==> src/rtl/cam_capture_ctrl.sv <==
// Camera capture sequencer: arms on start, captures frames between vsync edges, counts packets/losses.
// Optional watchdog compiled in with `define CAM_CAPTURE_TIMEOUT_EN.
module cam_capture_ctrl #(
  parameter int unsigned FRAME_W     = 8,
  parameter int unsigned PKT_W       = 16,
  parameter logic [23:0] TIMEOUT_CYC = 24'd1000000
) (
  input  logic               clk,
  input  logic               reset,
  input  logic               start,
  input  logic               stop,
  input  logic [FRAME_W-1:0] frames_req,
  input  logic               cam_vsync,
  input  logic               pkt_done,
  input  logic               ram_lost,
  output logic               capture_en,
  output logic               abort,
  output logic               busy,
  output logic               done,
  output logic               err,
  output logic [FRAME_W-1:0] frame_cnt,
  output logic [PKT_W-1:0]   pkt_cnt,
  output logic [7:0]         lost_cnt,
  output logic [2:0]         state_dbg
);

  // Handshake: start/stop/pkt_done/ram_lost are single-cycle strobes sampled on
  // the rising edge; done/abort are single-cycle strobes with no ready return.
  typedef enum logic [2:0] {
    S_IDLE    = 3'd0,
    S_ARM     = 3'd1,
    S_CAPTURE = 3'd2,
    S_FINISH  = 3'd3,
    S_ABORT   = 3'd4
  } state_t;

  state_t             state;
  state_t             state_next;
  logic               vsync_d;
  logic               fall;
  logic               rise;
  logic               timeout;
  logic               start_ok;
  logic               in_wait;
  logic               frame_inc;
  logic [FRAME_W-1:0] frame_next;

  always_ff @(posedge clk or posedge reset) begin
    if (reset) vsync_d <= 1'b0;
    else       vsync_d <= cam_vsync;
  end

  assign fall       = vsync_d & ~cam_vsync;
  assign rise       = ~vsync_d & cam_vsync;
  assign in_wait    = (state == S_ARM) || (state == S_CAPTURE);
  assign start_ok   = (state == S_IDLE) & start & ~stop;
  assign frame_next = frame_cnt + FRAME_W'(1);
  // stop outranks the watchdog, which outranks a vsync edge
  assign frame_inc  = (state == S_CAPTURE) & rise & ~stop & ~timeout;

`ifdef CAM_CAPTURE_TIMEOUT_EN
  logic [23:0] wd_cnt;
  logic        wd_clr;

  assign wd_clr  = rise | fall |
                   ((state_next != state) &&
                    ((state_next == S_ARM) || (state_next == S_CAPTURE)));
  // wd_cnt equals the number of cycles already spent waiting, so the abort
  // lands exactly TIMEOUT_CYC cycles after the wait began.
  assign timeout = in_wait & (wd_cnt >= (TIMEOUT_CYC - 24'd1));

  always_ff @(posedge clk or posedge reset) begin
    if (reset)                   wd_cnt <= 24'd0;
    else if (wd_clr || !in_wait) wd_cnt <= 24'd0;
    else                         wd_cnt <= wd_cnt + 24'd1;
  end

  always_ff @(posedge clk or posedge reset) begin
    if (reset)                err <= 1'b0;
    else if (start_ok)        err <= 1'b0;
    else if (timeout && !stop) err <= 1'b1;
  end
`else
  logic unused_timeout_cyc;

  assign unused_timeout_cyc = ^TIMEOUT_CYC;
  assign timeout            = 1'b0;
  assign err                = 1'b0;
`endif

  always_ff @(posedge clk or posedge reset) begin
    if (reset) state <= S_IDLE;
    else       state <= state_next;
  end

  always_comb begin
    state_next = state;
    case (state)
      S_IDLE: begin
        if (start_ok) state_next = S_ARM;
      end
      S_ARM: begin
        if (stop || timeout) state_next = S_ABORT;
        else if (fall)       state_next = S_CAPTURE;
      end
      S_CAPTURE: begin
        if (stop || timeout) state_next = S_ABORT;
        else if (rise) begin
          if ((frames_req != '0) && (frame_next == frames_req)) state_next = S_FINISH;
          else                                                   state_next = S_ARM;
        end
      end
      S_FINISH: state_next = S_IDLE;
      S_ABORT:  state_next = S_IDLE;
      default:  state_next = S_IDLE;
    endcase
  end

  always_comb begin
    busy      = 1'b0;
    done      = 1'b0;
    abort     = 1'b0;
    state_dbg = state;
    busy      = (state != S_IDLE);
    done      = (state == S_FINISH);
    abort     = (state == S_ABORT);
  end

  // Registered from the next state so it tracks CAPTURE without a decode lag.
  always_ff @(posedge clk or posedge reset) begin
    if (reset) capture_en <= 1'b0;
    else       capture_en <= (state_next == S_CAPTURE);
  end

  always_ff @(posedge clk or posedge reset) begin
    if (reset)          frame_cnt <= '0;
    else if (start_ok)  frame_cnt <= '0;
    else if (frame_inc) frame_cnt <= frame_next;
  end

  always_ff @(posedge clk or posedge reset) begin
    if (reset)         pkt_cnt <= '0;
    else if (start_ok) pkt_cnt <= '0;
    else if ((state == S_CAPTURE) && pkt_done && (pkt_cnt != '1))
      pkt_cnt <= pkt_cnt + PKT_W'(1);
  end

  always_ff @(posedge clk or posedge reset) begin
    if (reset)         lost_cnt <= 8'd0;
    else if (start_ok) lost_cnt <= 8'd0;
    else if ((state != S_IDLE) && ram_lost && (lost_cnt != 8'hFF))
      lost_cnt <= lost_cnt + 8'd1;
  end

endmodule
==> config.mk <==
export PLATFORM = sky130hd
export DESIGN_NAME = cam_capture_ctrl
export DESIGN_NICKNAME = d
export VERILOG_FILES = /design/src/rtl/cam_capture_ctrl.sv
export SDC_FILE = /design/constraint.sdc
export NUM_CORES = 1
export LEC_CHECK = 0
export CAP_MARGIN = 20
export CORE_MARGIN = 3
export CORE_UTILIZATION = 49
export DETAILED_ROUTE_END_ITERATION = 6
export HOLD_SLACK_MARGIN = 0.08
export PLACE_DENSITY = 0.91
export SLEW_MARGIN = 10
export SYNTH_ARGS = -nofsm -noshare
export SYNTH_HDL_FRONTEND = slang
export SYNTH_SLANG_ARGS = --single-unit
==> constraint.sdc <==
create_clock -name clk -period 2.56 [get_ports clk]
set_clock_uncertainty 0.05 [all_clocks]
set_input_delay 0.384 -clock clk [delete_from_list [all_inputs] [get_ports clk]]
set_output_delay 0.384 -clock clk [all_outputs]
set_load 0.005 [all_outputs]
==> Word level (Yosys, flattened, before mapping) <==
Index checks and enable logic that the tools add are counted.
{ "classes": {"n_mux": 13, "reduce_logical": 11, "bitwise_logic": 9, "eq_ne": 8, "addsub": 3} }
{ "op_table": {"columns": ["op", "count"], "rows": [
  ["2-to-1 mux 16 bit", 2],
  ["2-to-1 mux 8 bit", 4],
  ["adder 16 x 1 -> 16 bit (second input constant)", 1],
  ["adder 8 x 1 -> 8 bit (second input constant)", 2],
  ["inequality test 16 bit (second input constant)", 1],
  ["2-to-1 mux 3 bit", 5],
  ["== test 3 x 2 -> 1 bit (second input constant)", 3],
  ["case mux 3 bit (3 select lines)", 1],
  ["== test 8 bit", 1],
  ["inequality test 8 bit (second input constant)", 1],
  ["nonzero test 8 bit", 1],
  ["bitwise AND 1 bit", 6],
  ["nonzero test 2 bit", 3],
  ["logical AND 1 bit", 5],
  ["== test 3 x 1 -> 1 bit (second input constant)", 1],
  ["== test 3 bit (second input constant)", 1],
  ["zero test 3 bit", 1],
  ["inverter 1 bit", 3],
  ["nonzero test 3 bit", 1],
  ["2-to-1 mux 2 bit", 1]
]} }
{ "word_totals": {"output_inout_bits": 40, "ff_bits": 37, "input_bits": 15, "word_cells": 50} }

==> Longest topological paths before layout <==
{ "depth": {"word_depth": 8, "mapped_depth": 7, "mapped_depth_nobuf": 6} }

==> Worst setup path after synthesis <==
No wires, ideal clock.
{ "synth_timing": {"kind": "reg-to-reg", "start": "register pkt_cnt[0]", "end": "register pkt_cnt[1]", "path_stages_with_launch": 8, "t_required_ns": 2.390, "setup_ns": 0.120, "synth_period_minus_slack_ns": 1.944, "arrival_ns": 1.775, "setup_slack_ns": 0.616, "path_buffers": 1, "path_cell_list": "dfrtp_1 > ha_1 > inv_1 > or4_1 > buf_2 > o21ai_4 > mux2i_1 > nor2_2"} }
{ "synth_via": {"elab_chain_len": 3, "word_cells_on_any_way": 6, "cone_classes": "1 x add/sub; 1 x eq/ne; 2 x mux; 2 x reduce/logical"} }
{ "synth_rtl": {"columns": ["element", "line_no", "text"], "rows": [
  ["start, declared", "22", "output logic [PKT_W-1:0] pkt_cnt,"],
  ["start signal, assigned", "145", "pkt_cnt <= pkt_cnt + PKT_W'(1);"],
  ["adder 16 x 1 -> 16 bit / inequality test 16 bit (equally long branches)", "145, 144", null],
  ["2-to-1 mux 16 bit / logical AND 1 bit (equally long branches)", "144", "else if ((state == S_CAPTURE) && pkt_done && (pkt_cnt != '1))"],
  ["2-to-1 mux 16 bit / nonzero test 2 bit (equally long branches)", null, null]
]} }
Several ways; a longest one is shown, not always the timed one. The select of a mux whose other input is x is not followed.
A chain may end at the register's enable or synchronous reset.

==> Final worst setup path <==
{ "layout_timing": {"start": "register state[1] (netlist: state_dbg[1])", "end": "output busy"} }
{ "layout_via": {"elab_chain_len": 1} }
{ "layout_rtl": {"columns": ["element", "line_no", "text"], "rows": [
  ["start, declared", "37", "state_t state;"],
  ["start signal, assigned", "93", "else state <= state_next;"],
  ["nonzero test 3 bit", "124", "busy = (state != S_IDLE);"],
  ["end, declared", "18", "output logic busy,"]
]} }
Every way passes these cells.

==> summary.md <==
Data on the critical path is required at its endpoint by 2.13 ns. Number of flip-flops and latches in the synthesized netlist: 37. In the final timing run, aggregate negative setup slack is 0 ns. The run gives 1.16 nW as the reported leakage power.

Number of post-CTS setup repair buffers: 0. Final critical path time including I/O delays and setup: 2.23 ns. The floorplan step set the die width to 72.5 um. The design draws 1.27 mW.

The post-placement setup slack was 0.341 ns. TritonCTS built the clock tree. The share of the cycle needed by the critical path after routing works out to 0.870. Row generation in the floorplan step produced 23 rows.

The number of port buffers works out to 53. In this run the worst hold path is classified as in -> async. The root buffer cell chosen for the clock tree is clkbuf_8. The maximum number of pins on one net before global-route repair was 38; the top cell type's share of synthesized area was 0.428. The count of hold-fix buffers inserted at cts is 0.

Die area: 0.00525 sq mm. The run finished with clean final reports. The die is 72.5 um tall. The detailed placer's ending HPWL was 3.59 mm; the number of clock sinks was 37. The run gives 141 as the number of DRC markers after the initial detailed-route iteration. The run gives 449 MHz as the achievable frequency. In this run the power density over the cells is 453 mW/mm^2. Buffers inserted during clock tree synthesis total 5. For this design, the slowest cell found on the critical path is dfrtp_1. The via count of the first global-routing pass is 1821, and the sequential cell area is 926 sq um. Setup violations remaining at the end of the flow were counted as 0. The worst-case vdd ir drop is 0.000208 V.

The utilization after layout came out at 0.678. Broken down by cell family, the worst path's largest delay share belongs to flip-flops. For this run, design rule violations remaining after detail routing come to 0. The post-synthesis instance area is 0.00216 sq mm. The share of synthesized registers carrying an async set or reset is 1.00, and the post-route non-filler standard cell count is 332. The layout has 328 filler cells. Walking the worst path, the cells encountered are or3_1 > clkdlybuf4s50_1. In this run the count of I/O pins placed on the die edge is 55. Max-slew violation count: 0.

For the final layout net count, the log shows 300. Setup repair after global routing left no endpoint under its margin. Sorting the synthesized cells by area gives the leading types as dfrtp_1 (43%), xnor2_1 (6.9%), nor2_1 (5.2%), xor2_1 (4.9%), nand3_1 (3.0%). The global-route total usage across every layer was 0.196. The longest individual stage delay on the worst path is 0.52 ns, and the wire length after detailed routing is 4.93 mm. The detailed router placed 1880 vias in this run. In this run the mean area of a mapped cell was 9.45 sq um. The tools report the number of antenna-violating nets in the routed design as 0. The count of flip-flops with a built-in enable after synthesis was 0; the area of the multi-input gates was 0.00116 sq mm. The clock transition at the registers of the reported paths works out to 0.08 ns. The first global-routing pass estimated 8.15 mm of wire. For this run the aggregate overflow at the end of global routing stands at 0. The depth of the CTS H-tree came out at 2. Using the TritonRoute via totals, the vias-per-cell ratio works out to 5.66. In the final routed layout, each cell accounts on average for 14.8 um.

Gates resized during post-CTS repair numbered 0. At the later pin of the worst-skew pair, clock insertion delay measures 0.29 ns. Along the worst path, the maximum fanout reaches 10. The run gives 2 as the buffer levels on the longest clock path. The number of nets produced by synthesis is 247. For the final worst-path setup slack, the log shows 0.332 ns. The tools report the critical path launch point type as a register.

Detailed-routing iteration count for the pre-antenna-repair pass: 4. The initial antenna violation count is 0, and the area inside the core boundary is 0.00414 sq mm. Initial core utilization: 0.522.

The critical path class is reg -> out. The arrival time of data at the critical path endpoint was 1.79 ns; the number of cells in the design after placement was 325. The count of synthesis-stage warnings from yosys is 0, and the layout cell share with drive strength beyond 1 is 0.0709. The tools report the nature of the critical path endpoint as an output port. Share of the yosys chip area belonging to registers: 0.428. The run gives 0.879 as the global placement routability congestion. The repair_antennas step left the layout with diodes totalling 0. The total count of hold-check failures in the final report is 0, and the instance count of the mapped netlist is 229.

The most used flip-flop cell after synthesis is dfrtp_1. The count of unique library cells instantiated by Yosys was 47. Buffers plus inverters on the worst setup path: 1.

Post-synthesis cell type with the largest combined area: dfrtp_1. The max-cap violation count was 0. The relative area change from synthesis to final layout was 29.7%.
[state kept, by name (all words and copies together) (netlist names)]
register    count
vsync_d         1
capture_en      1
frame_cnt       8
state_dbg       3
lost_cnt        8
pkt_cnt        16
[per-stage QoR]
| stage | hold slack (ns) | instance area (sq um) |
|---|---|---|
| finish | 0.446 | 2810 |
| global route | 0.496 | 2810 |
| CTS | 0.462 | 2810 |
| detailed placement | 0.479 | 2720 |
| global placement | 0.470 | 2720 |
| floorplan | 0.365 | 2160 |
[cell type report]
class	instances	share of cell area
inverter	6	0.00802
sequential	37	0.330
tap	50	0.0223
timing repair buffer	55	0.194
clock buffer	7	0.0307
multi-input combinational	177	0.415
[tightest hold or removal path: stages]
cell and delay [ns]:
clkdlybuf4s50_1 0.39, inv_1 0.05, buf_4 0.39
[metal layers]
metal,track usage,vias to the layer above,share of wire
li1,-,909,-
met1,0.236,906,0.44
met2,0.333,60,0.50
met3,0.0429,5,0.053
met4,0.0881,0,0.011
met5,0,-,0
[logic make-up after synthesis]
logic type / synth area share
XOR/XNOR: 0.117
multiplexers: 0.0231
flip-flops: 0.428
AO/OA/AOI/OAI: 0.100
adder cells (fa/ha/maj): 0.0173
buffers and inverters: 0.0341
other: 0.00173
AND/OR/NAND/NOR: 0.279
[cell usage after synthesis, types with 2 or more instances]
cell type and instances:
and3_1 4, dfrtp_1 37, nor2_1 30, nand2_1 13, nand4_1 5, xnor2_1 17, mux2i_1 5, nor2_2 3
buf_2 5, clkbuf_1 2, ha_1 3, xor2_1 12, or3_1 4, o21ai_1 8, nor4_1 4, o31ai_1 4
inv_1 6, and2_1 2, nand2b_1 2, nor3_1 9, o21ai_0 6, nand3_1 13, nor2b_1 2, or4_1 4
nor3b_1 2, a21oi_1 6
[cells in the final DEF, fill, tap and decap left out, types with 4 or more instances in the layout]
cell,Yosys,final
a21oi_1,6,6
and3_1,4,4
clkbuf_8,0,6
clkdlybuf4s50_1,0,53
dfrtp_1,37,37
inv_1,6,6
mux2i_1,5,5
nand2_1,13,13
nand3_1,13,13
nand4_1,5,5
nor2_1,30,30
nor3_1,9,9
nor4_1,4,4
o21ai_0,6,6
o21ai_1,8,8
o31ai_1,4,4
or3_1,4,4
or4_1,4,4
xnor2_1,17,17
xor2_1,12,12
[path summary, 6_finish.rpt]
check	from	end	slack (ns)	cells past startpoint
max	state_dbg[1]	busy	0.33	2
min	reset	frame_cnt[3]	0.45	3
max reg2reg	pkt_cnt[0]	pkt_cnt[1]	0.35	6
min reg2reg	frame_cnt[7]	frame_cnt[7]	0.49	1
max in group asynchronous	reset	pkt_cnt[7]	1.68	3
min in group clk	frame_cnt[7]	frame_cnt[7]	0.49	1
[where the power goes]
group          switching, mW  internal [mW]  leakage [nW]  total [mW]
combinational         0.0903          0.117         0.605       0.207
sequential            0.0385          0.611         0.510       0.649
clock                  0.201          0.214        0.0443       0.415
total                  0.330          0.941          1.16        1.27
Power figures use the tool's default switching activity.
